File: config.mk
export PLATFORM = sky130hd
export DESIGN_NAME = kab_io_fabric_flat
export DESIGN_NICKNAME = d
export VERILOG_FILES = /design/src/rtl/kab_io_fabric_if.sv /design/src/rtl/kab_io_fabric.sv /design/src/flat_wrapper.sv
export SDC_FILE = /design/constraint.sdc
export NUM_CORES = 1
export LEC_CHECK = 0
export BUFFER_PORTS_ARGS = -buffer_cell sky130_fd_sc_hd__buf_4
export CORE_AREA = 2 2 160 162
export DETAILED_ROUTE_END_ITERATION = 6
export DIE_AREA = 0 0 162 164
export GPL_ROUTABILITY_DRIVEN = 0
export HOLD_SLACK_MARGIN = 0.12
export REMOVE_ABC_BUFFERS = 1
export SETUP_SLACK_MARGIN = 0.2
export SLEW_MARGIN = 10
export SYNTH_ARGS = -nofsm -noshare
export SYNTH_HDL_FRONTEND = slang
export SYNTH_SLANG_ARGS = --single-unit
File: constraint.sdc
create_clock -name Sys_Clock -period 3 [get_ports Sys_Clock]
set_input_delay 0.15 -clock Sys_Clock [delete_from_list [all_inputs] [get_ports Sys_Clock]]
set_output_delay 0.15 -clock Sys_Clock [all_outputs]
set_load 0.01 [all_outputs]
File: src/rtl/kab_io_fabric_if.sv
// kab_io_fabric_if: processor-side IO bus between the core and the IO fabric
interface kab_io_fabric_if #(
  parameter int DATA_W = 32,
  parameter int ADDR_W = 30
);
  logic [ADDR_W-1:0] Sys_Address;
  logic [DATA_W-1:0] Sys_WrData;
  logic              Sys_WrEn;
  logic              Sys_RdEn;
  logic [DATA_W-1:0] Sys_RdData;
  logic              Sys_RdValid;
  modport master (output Sys_Address, Sys_WrData, Sys_WrEn, Sys_RdEn, input Sys_RdData, Sys_RdValid);
  modport slave  (input Sys_Address, Sys_WrData, Sys_WrEn, Sys_RdEn, output Sys_RdData, Sys_RdValid);
endinterface

File: src/rtl/kab_io_fabric.sv
// kab_io_fabric: IO slot decoder with registered read-back and an integrated prioritised interrupt controller in slot 0
module kab_io_fabric #(
  parameter int DATA_W = 32,
  parameter int ADDR_W = 30,
  parameter int REG_AW = 4,
  parameter int NUM_SLOTS = 8,
  parameter logic [NUM_SLOTS-1:0] SLOT_MASK = 8'hFE,
  parameter int NUM_IRQ = 8,
  localparam int SLOT_W = $clog2(NUM_SLOTS),
  localparam int IRQ_ID_W = $clog2(NUM_IRQ)
) (
  input  logic                          Sys_Clock,
  input  logic                          Sys_Reset,
  kab_io_fabric_if.slave                bus,
  output logic [NUM_SLOTS-1:0]          Slot_Sel,
  output logic [REG_AW-1:0]             Slot_RegAddr,
  output logic [DATA_W-1:0]             Slot_WrData,
  output logic                          Slot_WrEn,
  output logic                          Slot_RdEn,
  input  logic [NUM_SLOTS*DATA_W-1:0]   Slot_RdData,
  input  logic [NUM_IRQ-1:0]            Irq,
  output logic                          EIC_IntReq,
  output logic [IRQ_ID_W-1:0]           EIC_IntId,
  input  logic                          EIC_IntAck
);
  typedef enum logic {IDLE, REQ} state_t;
  state_t state;
  logic [SLOT_W-1:0] slot;
  logic [REG_AW-1:0] reg_a;
  logic pop, s0_wr, ack_hit, unused_addr;
  logic [NUM_IRQ-1:0] pending, mask, mode, irq_q, pend_nxt, mask_nxt, mode_nxt, cand, cand_nxt;
  logic [IRQ_ID_W-1:0] win;
  logic [DATA_W-1:0] s0_rd, rd_mux;
  assign slot = bus.Sys_Address[REG_AW +: SLOT_W];
  assign reg_a = bus.Sys_Address[REG_AW-1:0];
  assign unused_addr = ^bus.Sys_Address[ADDR_W-1:REG_AW+SLOT_W];
  assign pop = SLOT_MASK[slot] && slot != '0;
  assign Slot_Sel = ((bus.Sys_WrEn || bus.Sys_RdEn) && pop) ? NUM_SLOTS'(1) << slot : '0;
  assign Slot_RegAddr = reg_a;
  assign Slot_WrData = bus.Sys_WrData;
  assign Slot_WrEn = bus.Sys_WrEn && pop;
  assign Slot_RdEn = bus.Sys_RdEn && pop;
  assign s0_wr = bus.Sys_WrEn && slot == '0;
  assign ack_hit = state == REQ && EIC_IntAck;
  assign mask_nxt = (s0_wr && reg_a == REG_AW'(1)) ? bus.Sys_WrData[NUM_IRQ-1:0] : mask;
  assign mode_nxt = (s0_wr && reg_a == REG_AW'(2)) ? bus.Sys_WrData[NUM_IRQ-1:0] : mode;
  assign cand = pending & mask;
  assign cand_nxt = pend_nxt & mask_nxt;
  // edge channels: a fresh rising edge beats any simultaneous W1C or ack clear
  always_comb begin
    pend_nxt = '0;
    for (int i = 0; i < NUM_IRQ; i++)
      pend_nxt[i] = mode[i] ? (Irq[i] && !irq_q[i]) || (pending[i] &&
        !((s0_wr && reg_a == REG_AW'(0) && bus.Sys_WrData[i]) || (ack_hit && EIC_IntId == IRQ_ID_W'(i)))) : Irq[i];
  end
  always_comb begin
    win = '0;
    for (int i = 0; i < NUM_IRQ; i++)
      if (cand[i]) win = IRQ_ID_W'(i);
  end
  assign s0_rd = reg_a == REG_AW'(0) ? DATA_W'(pending) :
                 reg_a == REG_AW'(1) ? DATA_W'(mask) :
                 reg_a == REG_AW'(2) ? DATA_W'(mode) :
                 reg_a == REG_AW'(3) ? {EIC_IntReq, (DATA_W-1)'(EIC_IntId)} : '0;
  assign rd_mux = slot == '0 ? s0_rd : pop ? Slot_RdData[int'(slot)*DATA_W +: DATA_W] : '0;
  always_ff @(posedge Sys_Clock) begin
    if (Sys_Reset) begin
      state <= IDLE;
      EIC_IntReq <= 1'b0;
      EIC_IntId <= '0;
      pending <= '0;
      mask <= '0;
      mode <= '1;
      irq_q <= '0;
      bus.Sys_RdData <= '0;
      bus.Sys_RdValid <= 1'b0;
    end else begin
      irq_q <= Irq;
      pending <= pend_nxt;
      mask <= mask_nxt;
      mode <= mode_nxt;
      bus.Sys_RdValid <= bus.Sys_RdEn;
      if (bus.Sys_RdEn) bus.Sys_RdData <= rd_mux;
      if (state == IDLE) begin
        if (cand != '0) begin
          state <= REQ;
          EIC_IntReq <= 1'b1;
          EIC_IntId <= win;
        end
      end else if (ack_hit || !cand_nxt[EIC_IntId]) begin
        // withdraw follows the candidate bit in the same cycle it reads back as 0
        state <= IDLE;
        EIC_IntReq <= 1'b0;
      end
    end
  end
endmodule

File: src/flat_wrapper.sv
// flat-port wrapper written by rule: the top's interface ports become plain ports
module kab_io_fabric_flat 
#(
  parameter int DATA_W = 32,
  parameter int ADDR_W = 30,
  parameter int REG_AW = 4,
  parameter int NUM_SLOTS = 8,
  parameter logic [NUM_SLOTS-1:0] SLOT_MASK = 8'hFE,
  parameter int NUM_IRQ = 8,
  localparam int SLOT_W = $clog2(NUM_SLOTS),
  localparam int IRQ_ID_W = $clog2(NUM_IRQ)
)
  (Sys_Clock, Sys_Reset, Slot_Sel, Slot_RegAddr, Slot_WrData, Slot_WrEn, Slot_RdEn, Slot_RdData, Irq, EIC_IntReq, EIC_IntId, EIC_IntAck, bus_Sys_Address, bus_Sys_WrData, bus_Sys_WrEn, bus_Sys_RdEn, bus_Sys_RdData, bus_Sys_RdValid);
  kab_io_fabric_if #(.DATA_W(DATA_W), .ADDR_W(ADDR_W)) bus_i ();
  input  logic Sys_Clock;
  input  logic Sys_Reset;
  output logic [NUM_SLOTS-1:0] Slot_Sel;
  output logic [REG_AW-1:0] Slot_RegAddr;
  output logic [DATA_W-1:0] Slot_WrData;
  output logic Slot_WrEn;
  output logic Slot_RdEn;
  input  logic [NUM_SLOTS*DATA_W-1:0] Slot_RdData;
  input  logic [NUM_IRQ-1:0] Irq;
  output logic EIC_IntReq;
  output logic [IRQ_ID_W-1:0] EIC_IntId;
  input  logic EIC_IntAck;
  input wire logic [$bits(bus_i.Sys_Address)-1:0] bus_Sys_Address;
  input wire logic [$bits(bus_i.Sys_WrData)-1:0] bus_Sys_WrData;
  input wire logic [$bits(bus_i.Sys_WrEn)-1:0] bus_Sys_WrEn;
  input wire logic [$bits(bus_i.Sys_RdEn)-1:0] bus_Sys_RdEn;
  output wire logic [$bits(bus_i.Sys_RdData)-1:0] bus_Sys_RdData;
  output wire logic [$bits(bus_i.Sys_RdValid)-1:0] bus_Sys_RdValid;
  assign bus_i.Sys_Address = bus_Sys_Address;
  assign bus_i.Sys_WrData = bus_Sys_WrData;
  assign bus_i.Sys_WrEn = bus_Sys_WrEn;
  assign bus_i.Sys_RdEn = bus_Sys_RdEn;
  assign bus_Sys_RdData = bus_i.Sys_RdData;
  assign bus_Sys_RdValid = bus_i.Sys_RdValid;
  kab_io_fabric #(.DATA_W(DATA_W), .ADDR_W(ADDR_W), .REG_AW(REG_AW), .NUM_SLOTS(NUM_SLOTS), .SLOT_MASK(SLOT_MASK), .NUM_IRQ(NUM_IRQ)) u_core (.Sys_Clock(Sys_Clock), .Sys_Reset(Sys_Reset), .bus(bus_i), .Slot_Sel(Slot_Sel), .Slot_RegAddr(Slot_RegAddr), .Slot_WrData(Slot_WrData), .Slot_WrEn(Slot_WrEn), .Slot_RdEn(Slot_RdEn), .Slot_RdData(Slot_RdData), .Irq(Irq), .EIC_IntReq(EIC_IntReq), .EIC_IntId(EIC_IntId), .EIC_IntAck(EIC_IntAck));
endmodule
==> summary by stage, run 1 <==
Run status
The flow ran to the end, and the final reports show no timing, DRC or antenna violations.

Critical path
The worst setup path is launched from a register. The setup path with the least slack is of type register to register. The flop-to-flop setup slack is 930 ps. The critical path arrival is between 2000 and 2500 ps. The cell count of the worst reg-to-reg path is 6. The data required time of the critical path is around 3200 ps.

The worst register-to-register path ends at u_core.EIC_IntReq$_SDFFE_PP0P_. The maximum fanout along the worst path is 7. In this run the critical register-to-register path is launched from u_core.state$_SDFF_PP0_. The capturing element type of the critical path is a register.

STA
The timing-limited maximum frequency is about 480 MHz. The final critical-path required period is between 2000 and 2500 ps. Across the routed clock network, the largest skew measured is between 10 and 15 ps. Headroom to the max-slew limit came out at 0.4947.

The max-slew violation total from the final report is 0. Setup repair after global routing left no endpoint under its margin. For the pin with the worst max-slew slack, the measured transition is 755.2 ps.

The total count of hold-check failures in the final report is 0. The ratio of final minimum period to clock period is 0.6899. Setup violations remaining at the end of the flow were counted as 0. The total negative setup slack is 0 ps.

Layout
Across the whole layout, storage elements account for about 0.0014 mm2. The count of fill cells added during filler insertion is around 2,700. The net count of the finished layout is approximately 1,200. Compared with the post-synthesis result, the final layout area differs by 51.36%. The post-route standard cell area excluding fillers is between 0.008 and 0.009 mm2.

Of the cells placed in the final design, the portion with a size suffix greater than 1 is 0.4554. The number of antenna diodes in the final layout is 0. The area occupied by multi-input gates is 0.003338 mm2.

Floorplanning
The floorplan step set the die height to between 150 and 200 um. The floorplan die width is between 150 and 200 um. The number of rows in the core area is 58. The number of top-level pins is between 400 and 500. The die covers between 0.02 and 0.03 mm2. The effective utilization at floorplan is 0.2131.

The core area is ~0.025 mm2.

Detailed routing
In the routed design, unresolved DRC markers number 0. In this run, the number of DRC markers left after iteration 0 of detailed routing was 497. The detail-routed net length per standard cell is approximately 20 um. After detailed routing, the total wire length is 23,450 um. Dividing the detail-routed via count by the number of cells gives between 4 and 5. The remaining number of nets flagged by the antenna check after routing is 0.

The routed via count is between 5,000 and 6,000. The count of TritonRoute iterations in the first routing pass is 5.

Clocking
The H-tree was split into 3 levels. The number of setup buffers added after CTS is 0. Clock tree synthesis inserted a total of 9 buffers. The clock root buffer is sky130_fd_sc_hd__clkbuf_16.

At the later pin of the worst-skew pair, clock insertion delay measures between 300 and 400 ps. The maximum buffer depth of the clock tree is 2. The TritonCTS clock tree is done.

The number of gates resized after CTS was 0. The clock-pin slew of the registers on the worst-case setup and hold paths is about 60 ps. CTS saw 70 sinks. Hold repair after CTS inserted 12 buffers.

Yosys
Yosys mapped a number of flops with a built-in enable equal to 0. By count the netlist is led by 70 x sky130_fd_sc_hd__dfxtp_1, 58 x sky130_fd_sc_hd__nor2_1, 50 x sky130_fd_sc_hd__mux2i_1. The post-synthesis register bit count is 70. Ranked by total cell area, the synthesized netlist is headed by sky130_fd_sc_hd__dfxtp_1 26%, sky130_fd_sc_hd__mux4_2 11%, sky130_fd_sc_hd__mux2i_1 9.5%. The average instance in the mapped netlist occupies approximately 8.7 um2.

Synthesis instantiated around 50 different standard cells from the library. The fraction of registers with async set or reset after synthesis is 0. The number of warnings issued by yosys is 0. In the synthesized netlist, the number of instances is about 610. The most used standard cell by instance count after synthesis is sky130_fd_sc_hd__dfxtp_1.

The total standard cell area after synthesis is approximately 0.0053 mm2. Summed over all instances, the cell type with the most area after synthesis is sky130_fd_sc_hd__dfxtp_1. Of the synthesized area, sequential elements account for 0.2650.

In the synthesized netlist the dominant register cell turns out to be sky130_fd_sc_hd__dfxtp_1. The share of Yosys cell area claimed by the top area cell type is 0.2650.

GRT
The maximum number of pins on one net before global-route repair is 77. The first-pass GRT wire length is 33,420 um. The via count of the first global-routing pass is roughly 5,500. The total routing resource utilization after global routing is 0.1678. The initial antenna violation count is 0. The total congestion overflow after global routing is 0.

Pwr
The sequential share of power is 0.360. The reported net switching power is about 780 uW. Power spread over the standard cell area amounts to around 350 mW/mm2.

Of the total power, the clock network draws 0.353. The worst-case IR drop observed on VDD is about 260 uV. The leakage component of the power is about 3.6 nW. The internal portion of the total power is about 2 mW. The part of the total power dissipated in combinational logic is 0.287. The proportion of total power due to net switching is 0.2785.

Worst hold path
The startpoint identified for the worst hold timing path is bus_Sys_WrData[6]. The cell depth of the worst hold path is 3. The class of the most critical hold timing path is input port to register. For hold timing, the worst endpoint is u_core.mask[6]$_SDFF_PP0_.

Placement
The detailed placer's ending HPWL is around 18,000 um. Once placement finished, the instance area stood at roughly 0.0076 mm2. The count of buffers added on input and output ports is between 300 and 400.

Flow run
The total of max-cap violations is 0.
-- cells in the final DEF (no fill, tap or decap), types with 5 or more instances in the layout --
cell / instances
sky130_fd_sc_hd__buf_4: 317
sky130_fd_sc_hd__dfxtp_1: 70
sky130_fd_sc_hd__nor2_1: 58
sky130_fd_sc_hd__mux2i_1: 50
sky130_fd_sc_hd__nand2_1: 49
sky130_fd_sc_hd__o21ai_0: 38
sky130_fd_sc_hd__mux2_2: 31
sky130_fd_sc_hd__a22oi_1: 25
sky130_fd_sc_hd__mux4_2: 25
sky130_fd_sc_hd__a221oi_1: 25
sky130_fd_sc_hd__nor2b_1: 19
sky130_fd_sc_hd__a21oi_1: 16
sky130_fd_sc_hd__inv_1: 15
sky130_fd_sc_hd__a211oi_1: 15
sky130_fd_sc_hd__nand2b_1: 13
sky130_fd_sc_hd__dlygate4sd3_1: 12
sky130_fd_sc_hd__nand3_1: 11
sky130_fd_sc_hd__clkbuf_16: 9
sky130_fd_sc_hd__a211o_1: 8
sky130_fd_sc_hd__nor3_1: 6
sky130_fd_sc_hd__a31oi_1: 5
-- logic make-up (layout without fill, tap and decap cells) --
family	count (synthesis)	after routing	synth area share
DFF	70	70	0.2650
buffers and inverters	104	360	0.1053
AOI/OAI and AO/OA	153	153	0.2027
muxes	106	106	0.2671
and+or+nand+nor	173	173	0.1592
other	1	1	0.0007090
-- worst max path at each step --
stage                                                end  depth (start not counted)                              from  slack, ps
after floorplan           u_core.EIC_IntReq$_SDFFE_PP0P_                          6  u_core.EIC_IntId[0]$_SDFFE_PP0P_        950
after global placement           u_core.state$_SDFF_PP0_                          7                bus_Sys_Address[0]        720
after detailed placement  u_core.EIC_IntReq$_SDFFE_PP0P_                          7                bus_Sys_Address[0]        710
after global routing      u_core.EIC_IntReq$_SDFFE_PP0P_                          6           u_core.state$_SDFF_PP0_        850
final                     u_core.EIC_IntReq$_SDFFE_PP0P_                          6           u_core.state$_SDFF_PP0_        930
after CTS                 u_core.EIC_IntReq$_SDFFE_PP0P_                          6           u_core.state$_SDFF_PP0_        990
-- routing by layer --
layer	share of wire	wire length (um)	up-vias	global-route usage
met2	0.47	11080	310	0.2756
li1	-	-	2714	-
met5	0.0046	108	-	0.04167
met1	0.39	9125	2646	0.1959
met4	0.017	404	2	0.05189
met3	0.12	2734	24	0.07096
-- worst max-delay path, stage by stage, from the launching register on --
cell and delay [ps]:
sky130_fd_sc_hd__dfxtp_1 450, sky130_fd_sc_hd__and3b_1 350, sky130_fd_sc_hd__a21oi_1 110, sky130_fd_sc_hd__a22o_1 250
sky130_fd_sc_hd__mux4_2 460, sky130_fd_sc_hd__a31oi_1 230, sky130_fd_sc_hd__a21oi_1 100
-- sequential cells by signal, indices dropped and copies added, names as in the netlist --
register / count
u_core.EIC_IntReq: 1
u_core.state: 1
u_core.bus.Sys_RdValid: 1
u_core.bus.Sys_RdData: 32
u_core.EIC_IntId: 3
u_core.mode: 8
u_core.irq_q: 8
u_core.pending: 8
u_core.mask: 8
-- layout make-up --
type	instances	area share
clock buffer	12	0.03079
inverter	15	0.007033
timing repair buffer	331	0.3173
tap	330	0.05158
sequential	70	0.1751
multi-input combinational	433	0.4170
clock inverter	2	0.001250
-- power groups by stage --
stage	Combinational, mW	Clock, mW	Sequential (mW)
2_1_floorplan	0.275	0	1.04
3_3_place_gp	0.793	0	1.02
3_5_place_dp	0.797	0	1.03
4_1_cts	0.812	1.02	1.01
5_1_grt	0.873	1.06	1.01
6_report	0.804	0.986	1.01
-- per-stage QoR --
stage               hold WS (ps)  setup slack, ps  instances  power, mW  utilization
floorplan                  219.1            945.7        518      1.311            -
global placement           300.1            724.1       1167      1.817       0.3074
detailed placement         300.1            714.9       1167      1.822       0.3074
CTS                        130.7            992.6       1193      2.838       0.3225
global route               184.9            850.1       1193      2.940       0.3225
finish                     136.0            930.4       1193      2.796       0.3225
Power figures use the tool's default switching activity.
==> run 2, diff against run 1 <==
--- a/config.mk
+++ b/config.mk
@@ -5,10 +5,11 @@
 export SDC_FILE = /design/constraint.sdc
 export NUM_CORES = 1
 export LEC_CHECK = 0
+export ABC_AREA = 1
 export BUFFER_PORTS_ARGS = -buffer_cell sky130_fd_sc_hd__buf_4
-export CORE_AREA = 2 2 160 162
+export CORE_AREA = 2 2 162 164
 export DETAILED_ROUTE_END_ITERATION = 6
-export DIE_AREA = 0 0 162 164
+export DIE_AREA = 0 0 164 166
 export GPL_ROUTABILITY_DRIVEN = 0
 export HOLD_SLACK_MARGIN = 0.12
 export REMOVE_ABC_BUFFERS = 1
==> constraint.sdc (replaced) <==
create_clock -name Sys_Clock -period 1.75 [get_ports Sys_Clock]
set_input_delay 0.0875 -clock Sys_Clock [delete_from_list [all_inputs] [get_ports Sys_Clock]]
set_output_delay 0.0875 -clock Sys_Clock [all_outputs]
set_load 0.01 [all_outputs]
==> run 2 against run 1 <==
Global-route usage rose by 0.43 points. Clock power rose by 76%. Largest cell class is now non-clock buffers. Register-to-register slack got worse by 670 ps. Cell area increased by 3.5%. Wire length up 7.0%.
==> summary by stage, run 2 <==
Yosys
The synthesized design contains 0 enable-type register cells. The simple-gate share of the synthesized area is 0.3516. For this run, the register share of the synthesized area comes to 0.2870. Of the total synthesized cell area, the portion taken by XOR and XNOR cells is 0. The post-synthesis register bit count is 70.

The synthesized design spends more area on one cell type than any other, namely sky130_fd_sc_hd__dfxtp_1. Ranked by total cell area, the synthesized netlist is headed by sky130_fd_sc_hd__dfxtp_1 29%, sky130_fd_sc_hd__nand2_1 21%, sky130_fd_sc_hd__a21oi_1 9.8%. The fraction of synthesized area in multiplexers is 0. The post-synthesis share of cell area spent on full adders, half adders and majority gates is 0. The fraction of registers with async set or reset after synthesis is 0. After synthesis the cells add up to approximately 0.005 mm2. The average instance area after synthesis is 6.133 um2. Synthesis handed over a netlist of 796 instances.

For this run, the leading register cell type out of synthesis is sky130_fd_sc_hd__dfxtp_1. Of the post-synthesis cell area, the dominant cell type holds 0.2870. The compound-gate portion of the synthesized area is 0.2183. Sorting the synthesized cells by how often they occur yields 273 x sky130_fd_sc_hd__nand2_1, 96 x sky130_fd_sc_hd__a21oi_1, 70 x sky130_fd_sc_hd__dfxtp_1. Among all cell types in the netlist, the one instantiated most often is sky130_fd_sc_hd__nand2_1.

The number of warnings issued by yosys is 0. By area, the combinational part of the netlist is dominated by simple AND/OR/NAND/NOR gates. Counting distinct cell types in the post-synthesis netlist gives 34.

Clocking
The clock net in this run drives a total of 70 sinks. The clock root buffer is sky130_fd_sc_hd__clkbuf_16. The depth of the CTS H-tree is 3. Counting along the longest clock path gives a buffer depth of 2. TritonCTS built the clock tree. The number of buffers inserted during clock tree synthesis is 9. The clock-pin slew of the registers on the worst-case setup and hold paths is approximately 60 ps. The clock latency on the worst-skew pair is about 340 ps.

Critical path
At the worst endpoint, the arrival time is around 1800 ps. For the worst setup path, the data required time is 2030 ps. For flop-to-flop paths, the worst setup slack is around 260 ps.

The worst reg2reg path endpoint is u_core.EIC_IntReq$_SDFFE_PP0P_. The capturing element type of the critical path is a register. The critical path is of the register to register type.

The maximum fanout along the worst path is 5. The startpoint of the lowest-slack register-to-register path is u_core.EIC_IntId[1]$_SDFFE_PP0P_. STA classifies the critical path startpoint as a register.

The cell count of the worst reg-to-reg path is 12.

STA
The total count of hold-check failures in the final report is 0. The final worst slack is between 200 and 300 ps. The final critical-path required period is ~1500 ps.

The ratio of final minimum period to clock period is 0.8531. Timing would allow up to roughly 670 MHz. The normalized max-slew margin is 0.6361. The total negative setup slack is 0 ps. The worst setup skew after layout is 4.987 ps. Setup violations remaining at the end of the flow were counted as 0. The max-slew violation total from the final report is 0. The transition time at the pin with the least slew margin is between 500 and 600 ps. Setup repair after global routing could not meet its margin everywhere.

Floorplanning
The effective utilization at floorplan is 0.1906. Pin placement for this block handled roughly 410 I/O pins. The core region is 0.02562 mm2. In this run the horizontal extent of the chip is 164 um. The floorplan step defined a die boundary enclosing roughly 0.027 mm2. The die height is 166 um.

The number of rows in the core area is between 50 and 60.

Placement
The cell area reported after detailed placement is between 0.007 and 0.008 mm2. The number of buffers inserted by port buffering is ~310. Summed over all nets, the half-perimeter wirelength after detailed placement is about 20,000 um. Prior to clock tree synthesis, the placed netlist has a worst setup slack of 107.1 ps.

Worst hold path
In this run the worst hold path is classified as input port to register. The endpoint with the worst hold slack is u_core.bus.Sys_RdData[13]$_SDFFE_PP0P_. The startpoint identified for the worst hold timing path is Slot_RdData[141].

Counting instances, the worst hold path has a depth of 5.

Layout
The share of final-layout standard cells stronger than drive strength 1 is 0.3688. The number of flip-flops in the largest register is 32. At the end of the flow the core is filled with cells to 0.3236. Ranked by flip-flop count, first place goes to u_core.bus.Sys_RdData. The area added between synthesis and finish is 69.78%.

The finished cells cover 0.008289 mm2. The top cell types in the final layout, fill and taps aside, are 353 x sky130_fd_sc_hd__buf_4, 268 x sky130_fd_sc_hd__nand2_1, 92 x sky130_fd_sc_hd__a21oi_1. The net count of the finished layout is about 1,400. Counting the fill cells in the layout gives about 2,800.

The library cell used most frequently in the layout, excluding fill and tap cells, is sky130_fd_sc_hd__buf_4.

GRT
Entering global routing, the biggest net connects 44 pins. The first global-routing pass estimated around 35,000 um of wire. The via count of the first global-routing pass was between 6,000 and 7,000. The initial antenna violation count is 1. For this run the aggregate overflow at the end of global routing stands at 0. The total routing resource utilization after global routing is 0.1722.

Flow run
Across the run, the number of max-cap violations was 0.

Detailed routing
The first detailed-routing pass ran for 5 iterations. For this block, the initial DRC count from the detailed router was around 350. The remaining number of nets flagged by the antenna check after routing is 0. The remaining design rule violation count is 0. Dividing the detail-routed via count by the number of cells gives 4.562. The routed via count is 6,642.

For this block, the routed nets add up to roughly 25,000 um of wire. After detailed routing, the average wire length per cell comes to 17.24 um.

Pwr
The power per cell area is slightly below 600 mW/mm2. Across the VDD grid, the largest voltage drop is roughly 430 uV. The analysis attributes to cell leakage a power of between 3 and 4 nW.

Run status
The flow ran to the end, and the final reports show no timing, DRC or antenna violations.
## run 2: cell types whose count changed after synthesis, moves of 13 or more
cell	change
sky130_fd_sc_hd__nor2b_1	-20
sky130_fd_sc_hd__nand2b_1	-13
sky130_fd_sc_hd__a21oi_1	+80
sky130_fd_sc_hd__a22oi_1	-14
sky130_fd_sc_hd__mux2_2	-31
sky130_fd_sc_hd__mux4_2	-25
sky130_fd_sc_hd__mux2i_1	-50
sky130_fd_sc_hd__o21ai_0	-14
sky130_fd_sc_hd__nand2_1	+224
sky130_fd_sc_hd__inv_1	+43
sky130_fd_sc_hd__nand3_1	+31
sky130_fd_sc_hd__nand4_1	+29
## run 2: cell type report
class	instances	area [um2]	area share
Tap cell	335	419.2	0.05057
Clock buffer	11	242.7	0.02928
Antenna cell	1	2.502	0.0003019
Timing Repair Buffer	387	3074	0.3709
Sequential cell	70	1416	0.1709
Inverter	63	241.5	0.02913
Clock inverter	5	33.78	0.004075
Multi-Input combinational cell	584	2859	0.3449
## run 2: kinds of logic (layout without fill, tap and decap cells)
logic type	count (synthesis)	count (layout)
and+or+nand+nor	405	405
AOI/OAI and AO/OA	178	178
buffers and inverters	142	466
DFF	70	70
other	1	2
## run 2: worst max path at each step
stage | from | end | slack [ps] | depth (start not counted)
2_1_floorplan | bus_Sys_RdEn | u_core.bus.Sys_RdData[3]$_SDFFE_PP0P_ | -740 | 6
3_3_place_gp | bus_Sys_Address[4] | u_core.EIC_IntReq$_SDFFE_PP0P_ | 140 | 12
3_5_place_dp | bus_Sys_Address[4] | u_core.bus.Sys_RdData[7]$_SDFFE_PP0P_ | 110 | 11
4_1_cts | u_core.EIC_IntId[0]$_SDFFE_PP0P_ | u_core.state$_SDFF_PP0_ | 210 | 12
5_1_grt | u_core.EIC_IntId[1]$_SDFFE_PP0P_ | u_core.EIC_IntReq$_SDFFE_PP0P_ | 180 | 11
6_report | u_core.EIC_IntId[1]$_SDFFE_PP0P_ | u_core.EIC_IntReq$_SDFFE_PP0P_ | 260 | 12
## run 2: metrics by stage
stage | instances | hold WS (ps) | power [mW]
finish | 1456 | 137.6 | 4.842
CTS | 1450 | 126.6 | 4.919
floorplan | 717 | 156.6 | 2.196
detailed placement | 1409 | 175.1 | 3.090
global route | 1456 | 146.2 | 5.118
global placement | 1409 | 175.1 | 3.079
## run 2: critical path, stage by stage, from the launching register on
cell and delay (ps):
sky130_fd_sc_hd__dfxtp_4 410, sky130_fd_sc_hd__inv_4 60, sky130_fd_sc_hd__nand2_2 70, sky130_fd_sc_hd__inv_2 60, sky130_fd_sc_hd__a21oi_2 110, sky130_fd_sc_hd__nand2_1 80, sky130_fd_sc_hd__nand2_1 60, sky130_fd_sc_hd__nand2_1 50
sky130_fd_sc_hd__nand2_1 50, sky130_fd_sc_hd__nand2_1 50, sky130_fd_sc_hd__o21ai_1 140, sky130_fd_sc_hd__nand3_1 140, sky130_fd_sc_hd__a21oi_1 160
## run 2: report_power, final
| group | internal (mW) | switching (mW) | total (mW) |
|---|---|---|---|
| Combinational | 0.755 | 0.633 | 1.39 |
| Sequential | 1.67 | 0.0440 | 1.71 |
| Clock | 0.999 | 0.743 | 1.74 |
| Total | 3.42 | 1.42 | 4.84 |
## run 2: timing repair
item                                    CTS  global route
hold buffers                             25             0
gates resized for setup                   2            34
cloned                                    0             0
endpoints found under the hold margin    33             0
endpoints found under the setup margin    2             7
pin swaps                                 0            18
buffers inserted                          0             5
## run 2: per-layer routing
layer	global-route usage	share of wire
met3	0.06618	0.10
met4	0.05339	0.026
met1	0.1893	0.38
met2	0.3001	0.49
met5	0.03273	0.0050
